`src/rtl/param_shift_left_serial_tx_if.sv`:
```
// rtl/param_shift_left_serial_tx_if.sv - load handshake and serial output bundle for the serial transmitter
interface param_shift_left_serial_tx_if #(
  parameter int width = 8
);
  logic             load_valid;
  logic             load_ready;
  logic [width-1:0] data_in;
  logic             shift_en;
  logic             data_out;
  logic             out_valid;
  logic             last_bit;

  modport master (
    output load_valid, data_in, shift_en,
    input  load_ready, data_out, out_valid, last_bit
  );

  modport slave (
    input  load_valid, data_in, shift_en,
    output load_ready, data_out, out_valid, last_bit
  );
endinterface

```
`src/rtl/param_shift_left_serial_tx.sv`:
```
// rtl/param_shift_left_serial_tx.sv - parallel-in, MSB-first serial-out transmitter with valid/ready load
module param_shift_left_serial_tx #(
  parameter int   width      = 8,
  parameter logic idle_level = 1'b0
) (
  input logic                          clk,
  input logic                          rst,
  param_shift_left_serial_tx_if.slave  bus
);

  localparam int cw = (width > 2) ? $clog2(width) : 1;
  localparam logic [cw-1:0] cnt_last = cw'(width - 1);

  typedef enum logic {IDLE, SHIFT} state_t;

  state_t           state_q, state_d;
  logic [cw-1:0]    cnt_q, cnt_d;
  logic [width-1:0] shreg_q, shreg_d;
  logic             accept;
  logic             frame_active;
  logic             at_last;

  assign frame_active   = (state_q == SHIFT);
  assign at_last        = frame_active && (cnt_q == cnt_last);

  assign bus.out_valid  = frame_active;
  assign bus.data_out   = frame_active ? shreg_q[width-1] : idle_level;
  assign bus.last_bit   = at_last;
  // shift_en term lets the next word load during the final bit with no gap
  assign bus.load_ready = (state_q == IDLE) || (at_last && bus.shift_en);

  assign accept = bus.load_valid && bus.load_ready;

  always_ff @(posedge clk) begin
    if (rst) begin
      state_q <= IDLE;
      cnt_q   <= '0;
      shreg_q <= '0;
    end else begin
      state_q <= state_d;
      cnt_q   <= cnt_d;
      shreg_q <= shreg_d;
    end
  end

  always_comb begin
    state_d = state_q;
    cnt_d   = cnt_q;
    shreg_d = shreg_q;
    if (accept) begin
      shreg_d = bus.data_in;
      cnt_d   = '0;
      state_d = SHIFT;
    end else if (frame_active && bus.shift_en) begin
      shreg_d = {shreg_q[width-2:0], 1'b0};
      if (cnt_q == cnt_last) begin
        state_d = IDLE;
        cnt_d   = '0;
      end else begin
        cnt_d   = cnt_q + 1'b1;
      end
    end
  end

endmodule
```
`src/flat_wrapper.sv`:
```
// flat-port wrapper written by rule: the top's interface ports become plain ports
module param_shift_left_serial_tx_flat 
#(
  parameter int   width      = 8,
  parameter logic idle_level = 1'b0
)
  (clk, rst, bus_load_valid, bus_data_in, bus_shift_en, bus_load_ready, bus_data_out, bus_out_valid, bus_last_bit);
  param_shift_left_serial_tx_if #(.width(width)) bus_i ();
  input logic clk;
  input logic rst;
  input wire logic [$bits(bus_i.load_valid)-1:0] bus_load_valid;
  input wire logic [$bits(bus_i.data_in)-1:0] bus_data_in;
  input wire logic [$bits(bus_i.shift_en)-1:0] bus_shift_en;
  output wire logic [$bits(bus_i.load_ready)-1:0] bus_load_ready;
  output wire logic [$bits(bus_i.data_out)-1:0] bus_data_out;
  output wire logic [$bits(bus_i.out_valid)-1:0] bus_out_valid;
  output wire logic [$bits(bus_i.last_bit)-1:0] bus_last_bit;
  assign bus_i.load_valid = bus_load_valid;
  assign bus_i.data_in = bus_data_in;
  assign bus_i.shift_en = bus_shift_en;
  assign bus_load_ready = bus_i.load_ready;
  assign bus_data_out = bus_i.data_out;
  assign bus_out_valid = bus_i.out_valid;
  assign bus_last_bit = bus_i.last_bit;
  param_shift_left_serial_tx #(.width(width), .idle_level(idle_level)) u_core (.clk(clk), .rst(rst), .bus(bus_i));
endmodule
```
`config.mk`:
```
export PLATFORM = sky130hd
export DESIGN_NAME = param_shift_left_serial_tx_flat
export DESIGN_NICKNAME = d
export VERILOG_FILES = /design/src/rtl/param_shift_left_serial_tx_if.sv /design/src/rtl/param_shift_left_serial_tx.sv /design/src/flat_wrapper.sv
export SDC_FILE = /design/constraint.sdc
export NUM_CORES = 1
export LEC_CHECK = 0
export ABC_AREA = 1
export CORE_MARGIN = 3
export CORE_UTILIZATION = 47
export DETAILED_ROUTE_END_ITERATION = 8
export GPL_TIMING_DRIVEN = 0
export PLACE_DENSITY = 0.82
export RECOVER_POWER = 50
export SKIP_CTS_REPAIR_TIMING = 1
export SYNTH_ARGS = -nofsm -noshare
export SYNTH_HDL_FRONTEND = slang
export SYNTH_SLANG_ARGS = --single-unit
```
`constraint.sdc`:
```
create_clock -name clk -period 1.9 [get_ports clk]
set_clock_uncertainty 0.15 [all_clocks]
set_input_delay 0.285 -clock clk [delete_from_list [all_inputs] [get_ports clk]]
set_output_delay 0.285 -clock clk [all_outputs]
set_load 0.1 [all_outputs]
```
Word level (Yosys, flattened, before mapping)
Cells that the tools add are included.
{"block": "word_totals", "register_bits": 12, "input_bits": 12, "output_inout_bits": 4, "elab_cells": 22}
{"block": "op_classes", "n_addsub": 1, "n_eq_ne": 1, "muxes": 7, "bitwise": 1, "reduce_logical": 9}
{"operator": "8-bit 2-to-1 mux", "count": 2}
{"operator": "1-bit logical AND", "count": 4}
{"operator": "1-bit 2-to-1 mux", "count": 4}
{"operator": "2-bit nonzero test", "count": 2}
{"operator": "3-bit by 1-bit adder with 3-bit output, second input constant", "count": 1}
{"operator": "3-bit equality test, second input constant", "count": 1}
{"operator": "3-bit 2-to-1 mux", "count": 1}
{"operator": "2-bit AND reduction", "count": 1}
{"operator": "2-bit OR reduction", "count": 1}
{"operator": "1-bit logical OR", "count": 1}
{"operator": "1-bit NOT", "count": 1}

Depth between registers and ports, before layout
{"block": "depth", "word_depth": 7, "ltp_mapped": 8, "depth_no_buf": 8}

Worst setup path after synthesis
Ideal clock, no wire load.
{"block": "synth_timing", "path_type": "register -> output", "from": "register u_core.state_q (netlist: u_core.bus.out_valid)", "to": "output port bus_data_out", "arrival_ns": 1.780, "required_time_ns": 1.465, "path_slack_ns": -0.315, "stages_incl_launch_ff": 3, "path_buffers": 0, "path_cell_list": "dfxtp_1 nand2_1 inv_1"}
{"block": "synth_via", "elab_chain_cells": 1}
{"item": "from (decl)", "line_no": "param_shift_left_serial_tx.sv:16", "rtl": "state_t state_q, state_d;"}
{"item": "from (signal assigned)", "line_no": "param_shift_left_serial_tx.sv:40", "rtl": "state_q <= state_d;"}
{"item": "1-bit 2-to-1 mux", "line_no": "param_shift_left_serial_tx.sv:27", "rtl": "assign bus.data_out = frame_active ? shreg_q[width-1] : idle_level;"}
{"item": "to (decl)", "line_no": "flat_wrapper.sv:15", "rtl": "output wire logic [$bits(bus_i.data_out)-1:0] bus_data_out;"}
Every way passes these cells.

Worst setup path in the final report
{"block": "layout_timing", "from": "register u_core.cnt_q[0]", "to": "output port bus_load_ready"}
{"block": "layout_via", "elab_chain_cells": 4}
{"item": "from (decl)", "line_no": "param_shift_left_serial_tx.sv:17", "rtl": "logic [cw-1:0] cnt_q, cnt_d;"}
{"item": "from (signal assigned)", "line_no": "param_shift_left_serial_tx.sv:41", "rtl": "cnt_q <= cnt_d;"}
{"item": "3-bit equality test", "line_no": "param_shift_left_serial_tx.sv:24", "rtl": "assign at_last = frame_active && (cnt_q == cnt_last);"}
{"item": "1-bit logical AND", "line_no": "param_shift_left_serial_tx.sv:24"}
{"item": "1-bit logical AND", "line_no": "param_shift_left_serial_tx.sv:30", "rtl": "assign bus.load_ready = (state_q == IDLE) || (at_last && bus.shift_en);"}
{"item": "1-bit logical OR", "line_no": "param_shift_left_serial_tx.sv:30"}
{"item": "to (decl)", "line_no": "flat_wrapper.sv:14", "rtl": "output wire logic [$bits(bus_i.load_ready)-1:0] bus_load_ready;"}
Every way passes these cells.

==> flow_metrics.env <==
export IMPL_io_pins=16
export IMPL_global_route_overflow_total=0
export IMPL_switching_share_pct=32.3
export IMPL_fin_cells=129
export IMPL_min_period_ns=1.87
export IMPL_worstHoldStart="bus_load_valid"
export IMPL_wirelength_um=1570
export IMPL_grt_util_all_layers_pct=16.1
export IMPL_cts_buffer_depth=2
export IMPL_n_antenna_cell=0
export IMPL_r2r_start="u_core.cnt_q[0]$_SDFFE_PP0P_"
export IMPL_synthCells=94
export IMPL_numPortBuffers=14
export IMPL_die_area_um2=1930
export IMPL_slew_violations=0
export IMPL_vias=677
export IMPL_num_rows=13
export IMPL_cpPeakStageDelay_ns=0.34
export IMPL_clk_insertion_delay_late_ns=0.28
export IMPL_crit_fanout=10
export IMPL_cts_tree="done"
export IMPL_holdWs_ns=0.309
export IMPL_synthToLayoutAreaGrowth_pct=36.7
export IMPL_p_seq_share_pct=41.8
export IMPL_critPathRequiredTime_ns=1.46
export IMPL_core_um2=1320
export IMPL_cp_buffers_inverters=2
export IMPL_drc=0
export IMPL_nFillCells=110
export IMPL_drtPass1Iterations=4
export IMPL_grt_max_degree=11
export IMPL_cp_startpoint="u_core.cnt_q[0]$_SDFFE_PP0P_"
export IMPL_final_common_cell="nand2_1"
export IMPL_peakVddDrop_mv=0.503
export IMPL_critPathKind="register to primary output"
export IMPL_ys_types=16
export IMPL_grt_first_pass_wirelength_um=2320
export IMPL_cts_root_buf="clkbuf_4"
export IMPL_p_comb_share_pct=27.8
export IMPL_synth_area_um2=676
export IMPL_relSlewSlack_pct=64.2
export IMPL_synth_seq_cells=12
export IMPL_clock_fmax_mhz=536
export IMPL_drt_vias_per_instance=5.25
export IMPL_r2r_slack_ns=0.37
export IMPL_crit_family="flip-flops"
export IMPL_yosysSeqAreaShare_pct=35.6
export IMPL_maxCapViolCount=0
export IMPL_drt_first_iter_violations=22
export IMPL_clk_pin_slew_ns=0.08
export IMPL_regArea_um2=244
export IMPL_multi_input_area_um2=390
export IMPL_start_kind="register"
export IMPL_cts_max_level=1
export IMPL_internal_power_w=0.000463
export IMPL_outcome="complete, no violations"
export IMPL_hold_violations=0
export IMPL_clock_sinks=12
export IMPL_post_dp_cell_area_um2=836
export IMPL_worst_pin_slew_ns=0.539
export IMPL_synth_area_per_cell_um2=7.19
export IMPL_antenna_found_initial=0
export IMPL_power_density_nw_per_um2=741
export IMPL_final_cell_mix="13 x nand2_1, 11 x inv_1, 10 x nand3_1, 10 x nor2_1, 10 x clkdlybuf4s50_1"
export IMPL_cts_made_buffers=3
export IMPL_critPathMostFrequentCell="ha_4"
export IMPL_crit_path_end_kind="primary output"
export IMPL_finalCritPeriodShare_pct=98.3
export IMPL_gp_congestion=0.751
export IMPL_p_clk_share_pct=30.4
export IMPL_antenna_left=0
export IMPL_die_x_um=43.9
export IMPL_synth_warning_count=0
export IMPL_die_h_um=43.9
export IMPL_crit_arrival_ns=1.43
export IMPL_dpl_cell_count=123
export IMPL_start_util_pct=51.3
export IMPL_routedWlPerCell_um=12.2
export IMPL_fin_nets=129
export IMPL_path_cells="ha_4, ha_4, nand2_2, nand2_4, buf_8, buf_12"
export IMPL_cpMaxStageDelayCell="dfxtp_2"
export IMPL_drive_above_1_share_pct=32.5
export IMPL_first_global_vias=591
export IMPL_p_leak_nw=0.392
export IMPL_syn_nets=108
export IMPL_power_switching_w=0.000221
export IMPL_dp_hpwl_um=999
export IMPL_min_path_type="primary input to register"
export IMPL_final_cell_area_um2=923
export IMPL_setup_viol=0
-- cell type report --
type | instances | area share [%]
multi-input cells | 66 | 42.3
inverters | 12 | 4.88
clock buffers | 4 | 3.93
flip-flops and latches | 12 | 26.4
well taps | 15 | 2.03
repair buffers | 16 | 16.5
plain buffers | 4 | 3.93
-- path summary, 6_finish.rpt --
check                              endpoint  depth (start not counted)
max reg2reg  u_core.shreg_q[6]$_SDFFE_PP0P_                          9
min reg2reg    u_core.cnt_q[2]$_SDFFE_PP0P_                          2
max                          bus_load_ready                          6
min          u_core.shreg_q[4]$_SDFFE_PP0P_                          5
-- sequential cells by signal, summed over array words and instances (netlist names) --
name / count
u_core.cnt_q: 3
u_core.shreg_q: 8
u_core.bus.out_valid: 1
-- synthesized netlist by cell type (all sizes together) --
master | instances | area (um^2)
buf | 4 | 32.5
ha | 2 | 25.0
dfxtp | 12 | 240
nand2 | 17 | 76.3
nor3 | 2 | 10.0
o21ai | 7 | 35.0
nand3 | 10 | 50.1
inv | 12 | 45.0
a21oi | 12 | 86.3
nor2 | 16 | 75.1
-- power by group through the flow --
stage	clock (W)	combinational, W	sequential [W]
2_1_floorplan	0	0.000118	0.000300
3_3_place_gp	0	0.000174	0.000289
3_5_place_dp	0	0.000176	0.000290
4_1_cts	0.000210	0.000178	0.000284
5_1_grt	0.000218	0.000205	0.000288
6_report	0.000208	0.000190	0.000286
-- logic make-up (layout without fill, tap and decap cells) --
kind of cell	Yosys count	after routing	synth area share (%)
flops	12	12	35.6
fa+ha+maj	2	2	3.70
compound gates	19	19	18.0
simple gates	45	45	31.3
buf+inv	16	36	11.5
-- per-stage QoR --
step	setup slack, ns	setup TNS, ns	total power (W)	utilization, %
3_5_place_dp	-0.909	-1.60	0.000466	63.4
5_1_grt	-0.0227	-0.0227	0.000712	70.1
6_report	0.0332	0	0.000685	70.1
3_3_place_gp	-0.904	-1.59	0.000463	63.4
4_1_cts	-1.13	-2.75	0.000673	66.2
2_1_floorplan	0.0530	0	0.000418	-
-- metal layers --
metal	part of all wire, %	track usage, %
met1	43	18.0
met2	49	27.3
met3	5.8	4.15
met4	2.0	9.04
met5	0	0
-- worst register-to-register path, cell delays in order, from the launching register on --
cell,delay [ns]
dfxtp_2,0.34
ha_4,0.16
ha_4,0.16
nand2_2,0.09
nand2_4,0.07
buf_4,0.17
nand3_1,0.06
nand2_1,0.06
nor2_1,0.12
nor2_1,0.05
Note: power is estimated with default switching activity, not from simulation.
